[config.mk]
export PLATFORM = sky130hd
export DESIGN_NAME = bram_acc_engine
export DESIGN_NICKNAME = d
export VERILOG_FILES = /design/src/rtl/bram_acc_engine.sv
export SDC_FILE = /design/constraint.sdc
export NUM_CORES = 1
export LEC_CHECK = 0
export ABC_AREA = 1
export BUFFER_PORTS_ARGS = -buffer_cell sky130_fd_sc_hd__buf_2
export CORE_MARGIN = 2
export CORE_UTILIZATION = 45
export CTS_CLUSTER_SIZE = 16
export DETAILED_ROUTE_END_ITERATION = 10
export PLACE_DENSITY = 0.67
export SYNTH_ARGS = -nofsm -noshare
export SYNTH_HDL_FRONTEND = slang
export SYNTH_SLANG_ARGS = --single-unit
[constraint.sdc]
create_clock -name clk -period 2.6 [get_ports clk]
set_input_delay 0.39 -clock clk [delete_from_list [all_inputs] [get_ports clk]]
set_output_delay 0.39 -clock clk [all_outputs]
set_load 0.005 [all_outputs]
[src/rtl/bram_acc_engine.sv]
// Streaming multi-lane accumulator: reads rows from BRAM0, accumulates each lane
// independently (wrap or saturate), and writes running or final sums to BRAM1.
module bram_acc_engine #(
  parameter int NUM_LANE  = 4,
  parameter int IN_WIDTH  = 8,
  parameter int ACC_WIDTH = 16,
  parameter int AWIDTH    = 8,
  parameter int CNT_WIDTH = 8
) (
  input  logic                          clk,
  input  logic                          reset_n,
  input  logic                          start_run_i,
  input  logic [CNT_WIDTH-1:0]          run_count_i,
  input  logic [AWIDTH-1:0]             src_base_i,
  input  logic [AWIDTH-1:0]             dst_base_i,
  input  logic                          mode_i,
  input  logic                          sat_i,
  input  logic [NUM_LANE*IN_WIDTH-1:0]  q_b0_i,
  output logic                          idle_o,
  output logic                          read_o,
  output logic                          write_o,
  output logic                          done_o,
  output logic [AWIDTH-1:0]             addr_b0_o,
  output logic                          ce_b0_o,
  output logic                          we_b0_o,
  output logic [NUM_LANE*IN_WIDTH-1:0]  d_b0_o,
  output logic [AWIDTH-1:0]             addr_b1_o,
  output logic                          ce_b1_o,
  output logic                          we_b1_o,
  output logic [NUM_LANE*ACC_WIDTH-1:0] d_b1_o
);

  localparam int DWIDTH_IN  = NUM_LANE * IN_WIDTH;
  localparam int DWIDTH_OUT = NUM_LANE * ACC_WIDTH;

  typedef enum logic [1:0] {S_IDLE, S_RUN, S_DRAIN, S_DONE} state_t;

  state_t                 state_q, state_d;
  logic [CNT_WIDTH-1:0]   cnt_q, cnt_d;
  logic                   drain_q, drain_d;
  logic [CNT_WIDTH-1:0]   run_cnt_q;
  logic [AWIDTH-1:0]      src_q, dst_q;
  logic                   mode_q, sat_q;
  logic                   start_accept;
  logic                   rd_issue;
  logic                   rd_is_last;

  // Read/accumulate/write pipeline: rd_* tracks the cycle q_b0_i is valid,
  // wr_* tracks the cycle the updated accumulator is visible.
  logic                   rd_v_q, rd_last_q, wr_v_q, wr_last_q;
  logic [CNT_WIDTH-1:0]   rd_k_q, wr_k_q;
  logic [ACC_WIDTH-1:0]   acc_q [NUM_LANE];
  logic [ACC_WIDTH-1:0]   acc_d [NUM_LANE];
  logic                   wr_en;

  assign rd_is_last = (cnt_q == run_cnt_q - CNT_WIDTH'(1));

  // NOTE: every signal driven here gets a default first so no latch is inferred.
  always_comb begin
    state_d      = state_q;
    cnt_d        = cnt_q;
    drain_d      = drain_q;
    start_accept = 1'b0;
    rd_issue     = 1'b0;
    case (state_q)
      S_IDLE: begin
        if (start_run_i) begin
          start_accept = 1'b1;
          cnt_d        = '0;
          drain_d      = 1'b0;
          state_d      = (run_count_i == '0) ? S_DONE : S_RUN;
        end
      end
      S_RUN: begin
        rd_issue = 1'b1;
        cnt_d    = cnt_q + CNT_WIDTH'(1);
        if (rd_is_last) state_d = S_DRAIN;
      end
      S_DRAIN: begin
        drain_d = 1'b1;
        if (drain_q) state_d = S_DONE;
      end
      S_DONE:  state_d = S_IDLE;
      default: state_d = S_IDLE;
    endcase
  end

  always_comb begin
    for (int i = 0; i < NUM_LANE; i++) begin
      logic [ACC_WIDTH:0] sum;
      sum = {1'b0, acc_q[i]}
          + {{(ACC_WIDTH + 1 - IN_WIDTH){1'b0}}, q_b0_i[IN_WIDTH*i +: IN_WIDTH]};
      acc_d[i] = (sat_q && sum[ACC_WIDTH]) ? {ACC_WIDTH{1'b1}} : sum[ACC_WIDTH-1:0];
    end
  end

  // NOTE: sequential state uses non-blocking assignments only, so every
  // register samples the pre-edge value of every other register.
  always_ff @(posedge clk or negedge reset_n) begin
    if (!reset_n) begin
      state_q   <= S_IDLE;
      cnt_q     <= '0;
      drain_q   <= 1'b0;
      run_cnt_q <= '0;
      src_q     <= '0;
      dst_q     <= '0;
      mode_q    <= 1'b0;
      sat_q     <= 1'b0;
      rd_v_q    <= 1'b0;
      rd_last_q <= 1'b0;
      rd_k_q    <= '0;
      wr_v_q    <= 1'b0;
      wr_last_q <= 1'b0;
      wr_k_q    <= '0;
      for (int i = 0; i < NUM_LANE; i++) acc_q[i] <= '0;
    end else begin
      state_q   <= state_d;
      cnt_q     <= cnt_d;
      drain_q   <= drain_d;
      rd_v_q    <= rd_issue;
      rd_last_q <= rd_issue && rd_is_last;
      rd_k_q    <= cnt_q;
      wr_v_q    <= rd_v_q;
      wr_last_q <= rd_last_q;
      wr_k_q    <= rd_k_q;
      if (start_accept) begin
        run_cnt_q <= run_count_i;
        src_q     <= src_base_i;
        dst_q     <= dst_base_i;
        mode_q    <= mode_i;
        sat_q     <= sat_i;
        for (int i = 0; i < NUM_LANE; i++) acc_q[i] <= '0;
      end else if (rd_v_q) begin
        for (int i = 0; i < NUM_LANE; i++) acc_q[i] <= acc_d[i];
      end
    end
  end

  // Total mode writes only the row flagged last, always at the base address.
  assign wr_en = wr_v_q && (!mode_q || wr_last_q);

  always_comb begin
    d_b1_o = '0;
    for (int i = 0; i < NUM_LANE; i++)
      if (wr_en) d_b1_o[ACC_WIDTH*i +: ACC_WIDTH] = acc_q[i];
  end

  assign addr_b1_o = !wr_en ? '0 : (mode_q ? dst_q : dst_q + AWIDTH'(wr_k_q));
  assign addr_b0_o = rd_issue ? src_q + AWIDTH'(cnt_q) : '0;
  assign ce_b0_o   = rd_issue;
  assign read_o    = rd_issue;
  assign ce_b1_o   = wr_en;
  assign we_b1_o   = wr_en;
  assign write_o   = wr_en;
  assign we_b0_o   = 1'b0;
  assign d_b0_o    = {DWIDTH_IN{1'b0}};
  assign idle_o    = (state_q == S_IDLE);
  assign done_o    = (state_q == S_DONE);

  // Keeps the derived output width visible alongside the port declaration.
  if (DWIDTH_OUT != NUM_LANE * ACC_WIDTH) begin : g_width_guard
    $error("DWIDTH_OUT inconsistent");
  end

endmodule

**Word level (Yosys, flattened, before mapping)**

Index checks and enable logic that the tools add are counted.
Widths: inputs -> output; s select.

- Register bits: 121
- Input bits: 61
- Output and inout port bits: 120

- Add/subtract/negate cells: 8
- Muxes and demuxes: 25
- Reduce and logical (&&, ||, !) cells: 16
- Eq/ne operators: 7

Operators by type and width:

| kind | count |
|---|---|
| $mux 16 | 8 |
| $mux 64 | 2 |
| $add 16x8->17 | 4 |
| $mux 8 | 4 |
| $add 8x8->8 | 2 |
| $pmux 8 s2 | 1 |
| $add 8x1->8 const B | 1 |
| $eq 8x8->1 | 1 |
| $logic_not 8->1 | 1 |
| $mux 2 | 4 |
| $pmux 2 s4 | 1 |
| $sub 8x1->8 const B | 1 |
| $logic_and 1x1->1 | 6 |
| $ne 2x2->1 const B | 3 |
| $reduce_bool 2->1 | 3 |
| $eq 2x2->1 const B | 2 |
| $mux 1 | 4 |
| $reduce_and 2->1 | 2 |
| $reduce_and 3->1 | 1 |
| $eq 2x1->1 const B | 1 |
| $logic_not 2->1 | 1 |
| $pmux 1 s2 | 1 |
| $logic_not 1->1 | 1 |
| $logic_or 1x1->1 | 1 |

**Depth between registers and ports, before layout**

- Depth in word-level cells: 5
- Mapped depth: 15
- Gate-level depth less buffers: 15

**Least setup slack after synthesis**

OpenSTA, ideal clock, no wires.

- Path type: register -> output
- Start: register dst_q[0]
- End: output port addr_b1_o[6]
- Cell stages (with the launch flop): 12
- Arrival: 1.644 ns
- Slack: 0.566 ns
- Cell sequence: dfrtp_1 > ha_1 > inv_1 > fa_1 > o21ai_0 > nand2_1 > nand2_1 > nand2_1 > nand2_1 > nor2_1 > o21ai_0 > inv_1

- Word-level cells in the longest chain between the ends: 3

RTL lines:

| element | RTL line | RTL |
|---|---|---|
| from (decl) | 42 | `logic [AWIDTH-1:0] src_q, dst_q;` |
| from (signal assigned) | 129 | `dst_q <= dst_base_i;` |
| $add 8x8->8 | 148 | `assign addr_b1_o = !wr_en ? '0 : (mode_q ? dst_q : dst_q + AWIDTH'(wr_k_q));` |
| $mux 8 (2 in series) | 148 |  |
| to (decl) | 27 | `output logic [AWIDTH-1:0] addr_b1_o,` |

No other way between the ends.

**Final worst setup path**

Ends and elaborated chain as after synthesis.

==> results.py <==
metrics = {
    "detailed_routing": {
        "drtIter0Drc": 389,
        "routed_wl_um": 21700,
        "ant_nets": 0,
        "drt_first_pass_iters": 5,
        "drc": 0,
        "wl_per_cell_um": 12.9,
        "avgViaCountPerCell": 4.88,
        "via_count": 8166,
    },
    "sta": {
        "final.min_clock_period_ns": 2.48,
        "hold_viol_final": 0,
        "slew_headroom": 0.626,
        "tightest_slew_ns": 0.559,
        "finalMaxSlewViolations": 0,
        "finClkSkew_ns": 0.0120,
        "grt_setup_unrepaired": "yes",
        "setup_viol_count_final": 0,
        "period_share": 0.955,
        "timing.fmax_mhz": 403,
    },
    "finish": {
        "layout-drive-gt1-share": 0.182,
        "nets": 1515,
        "areaGrowthSynthToFinish_pct": 18.3,
        "seq_area_um2": 3030,
        "layoutNonFillerInstCount": 1675,
        "fillCellCount": 1921,
        "final_common_cell": "nand2_1",
        "final_cell_mix": "nand2_1 (374), inv_1 (147), buf_2 (146)",
        "multi_input_area_um2": 4940,
        "postLayoutCellArea_um2": 10400,
    },
    "global_routing": {
        "track_usage": 0.216,
        "grt_use_met3": 0.0357,
        "grtUsageMet1": 0.279,
        "grt_max_degree": 63,
        "grt_pass1_wl_um": 35400,
        "busiest_layer": "met2",
        "grt.overflow.total": 0,
        "use_met2": 0.374,
        "grt_pass1_vias": 7574,
        "antenna_found_initial": 1,
    },
    "critical_path": {
        "critPathMaxStageDelay_ns": 0.37,
        "worstPathCellList": "ha_2, inv_2, fa_2, o21ai_2, nand2_1, nand2_1, nand2_1, nand2_1, nor2_1, o21ai_1, inv_1, buf_2",
        "cp_slowest_cell": "dfrtp_1",
        "worstSetupStartpointType": "flop",
        "cp-end-kind": "primary output",
        "critical_path_class": "reg2out",
        "worstPathRequired_ns": 2.21,
        "arrival_ns": 2.09,
        "cp_max_fo": 3,
        "timing.critical_path.buf_inv": 3,
        "path_delay_family": "adder cells",
        "cp_common_cell": "nand2_1",
    },
    "yosys": {
        "synth-seq-cells": 121,
        "avgSynthCellArea_um2": 7.05,
        "yosys_most_used_dff": "dfrtp_1",
        "ys_warn_count": 0,
        "async_flop_share": 1.00,
        "synth_edf_count": 0,
        "synth_top_area_cell": "dfrtp_1",
        "synthTopCellsByArea": "dfrtp_1 (35%), nand2_1 (16%), ha_1 (7.4%), inv_1 (6.3%), nor2_1 (5.8%)",
        "syn_inst": 1244,
        "synth.distinct_cells": 44,
        "ys_seq_area_frac": 0.345,
        "yosysTopAreaCellShare": 0.345,
        "synthesis.area_um2": 8770,
    },
    "clocking": {
        "clkSinkCount": 121,
        "path_clk_slew_ns": 0.06,
        "root_buffer": "clkbuf_16",
        "numCtsBuffers": 17,
        "cts_buffer_depth": 2,
        "cts_tree": "yes",
        "cts_max_level": 4,
        "clk_latency_ns": 0.43,
    },
    "power_and_ir_drop": {
        "ir_drop_uv": 625,
        "leakage_nw": 5.64,
        "finalPower_mw": 9.90,
        "powerDensity_nw_per_um2": 954,
    },
    "floorplan": {
        "dieArea_um2": 20600,
        "ioPinCount": 181,
        "start_util": 0.455,
        "dieWidth_um": 144,
        "die_h_um": 144,
        "rows": 51,
        "core_um2": 19300,
    },
    "place": {
        "port-buffer-count": 147,
        "gp_congestion": 0.910,
        "dp_cells": 1638,
        "hpwl_um": 16100,
        "dpl_cell_area_um2": 9690,
    },
    "job": {
        "cap_violations": 0,
    },
    "hold_path": {
        "hp-class": "in2reg",
    },
    "status": {
        "status": "complete, no violations",
    },
}
## metal layers
| metal | vias up | share of wire |
|---|---|---|
| met3 | 21 | 0.045 |
| met2 | 201 | 0.48 |
| met4 | 0 | 0.0087 |
| li1 | 4203 | - |
| met5 | - | 0 |
| met1 | 3741 | 0.46 |
## area by class of cell
cell class,instances,area share
clock buffers,19,0.0417
clock inverters,13,0.0141
multi-input cells,937,0.476
well taps,265,0.0320
flip-flops and latches,121,0.292
repair buffers,167,0.0883
inverters,152,0.0550
diodes,1,0.000241
## logic make-up after synthesis
group | share of synthesized area
XOR/XNOR | 0.0370
adder cells (fa/ha/maj) | 0.0879
other | 0.000428
buffers and inverters | 0.114
AND/OR/NAND/NOR | 0.321
AO/OA/AOI/OAI | 0.0943
flip-flops | 0.345
## cell usage after synthesis (2+ instances only)
library cell,n
o22ai_1,6
a21oi_2,2
nand2_2,8
buf_2,9
nor3_2,3
inv_1,148
xor2_1,16
dfrtp_1,121
o211ai_1,2
nand2_1,374
o21ai_1,8
inv_2,4
nand3b_1,4
nor2_2,2
fa_1,6
buf_4,39
clkbuf_1,15
buf_6,3
nand4_1,10
o21bai_1,2
nand3_1,94
a31oi_1,3
nor3_1,14
xnor2_1,21
or2_2,4
ha_1,52
nand3_2,5
o21ai_0,68
o21ai_2,10
nor2_1,135
a21oi_1,43
## sequential cells by signal, indices dropped and copies added, names as in the netlist, 2 cells and up
register / flops
run_cnt_q: 8
cnt_q: 8
acc_q: 64
state_q: 2
wr_k_q: 8
src_q: 8
rd_k_q: 8
dst_q: 8
## per-stage QoR
stage | TNS [ns] | util | hold WS, ns | worst slack, ns
3_5_place_dp | 0 | 0.503 | 0.335 | 0.185
4_1_cts | 0 | 0.534 | 0.146 | 0.000768
3_3_place_gp | 0 | 0.503 | 0.331 | 0.271
2_1_floorplan | 0 | - | 0.0944 | 0.566
5_1_grt | -0.0451 | 0.538 | 0.153 | -0.0338
6_report | 0 | 0.538 | 0.151 | 0.117
## where the power goes
part	leakage [nW]	switching [mW]	internal [mW]	total, mW
registers	1.60	0.443	2.41	2.85
clock network	0.272	0.926	1.42	2.35
logic	3.77	2.91	1.79	4.70
total	5.64	4.28	5.62	9.90
## tightest hold or removal path, delay by kind of cell
kind	cells	cell delay, ns
and+or+nand+nor	2	0.08
buffers and inverters	1	0.07
## repair_timing
action                                  4_1_cts  5_1_grt
endpoints found under the setup margin        3        5
hold endpoints to repair                     29        0
hold buffers                                  1        0
setup buffers                                 1        2
pin swaps                                     0        1
gates resized for setup                       4       12
## worst paths after layout
kind	endpoint	slack, ns	startpoint	cells after the start
max	addr_b1_o[6]	0.12	dst_q[0]	12
min reg2reg	wr_k_q[2]	0.35	rd_k_q[2]	0
max reg2reg	acc_q[5]	0.33	acc_q[0]	10
min in group asynchronous	acc_q[54]	0.46	reset_n	2
max in group asynchronous	dst_q[1]	1.37	reset_n	3
min	src_q[4]	0.15	src_base_i[4]	3
(Power assumes the default switching activity.)
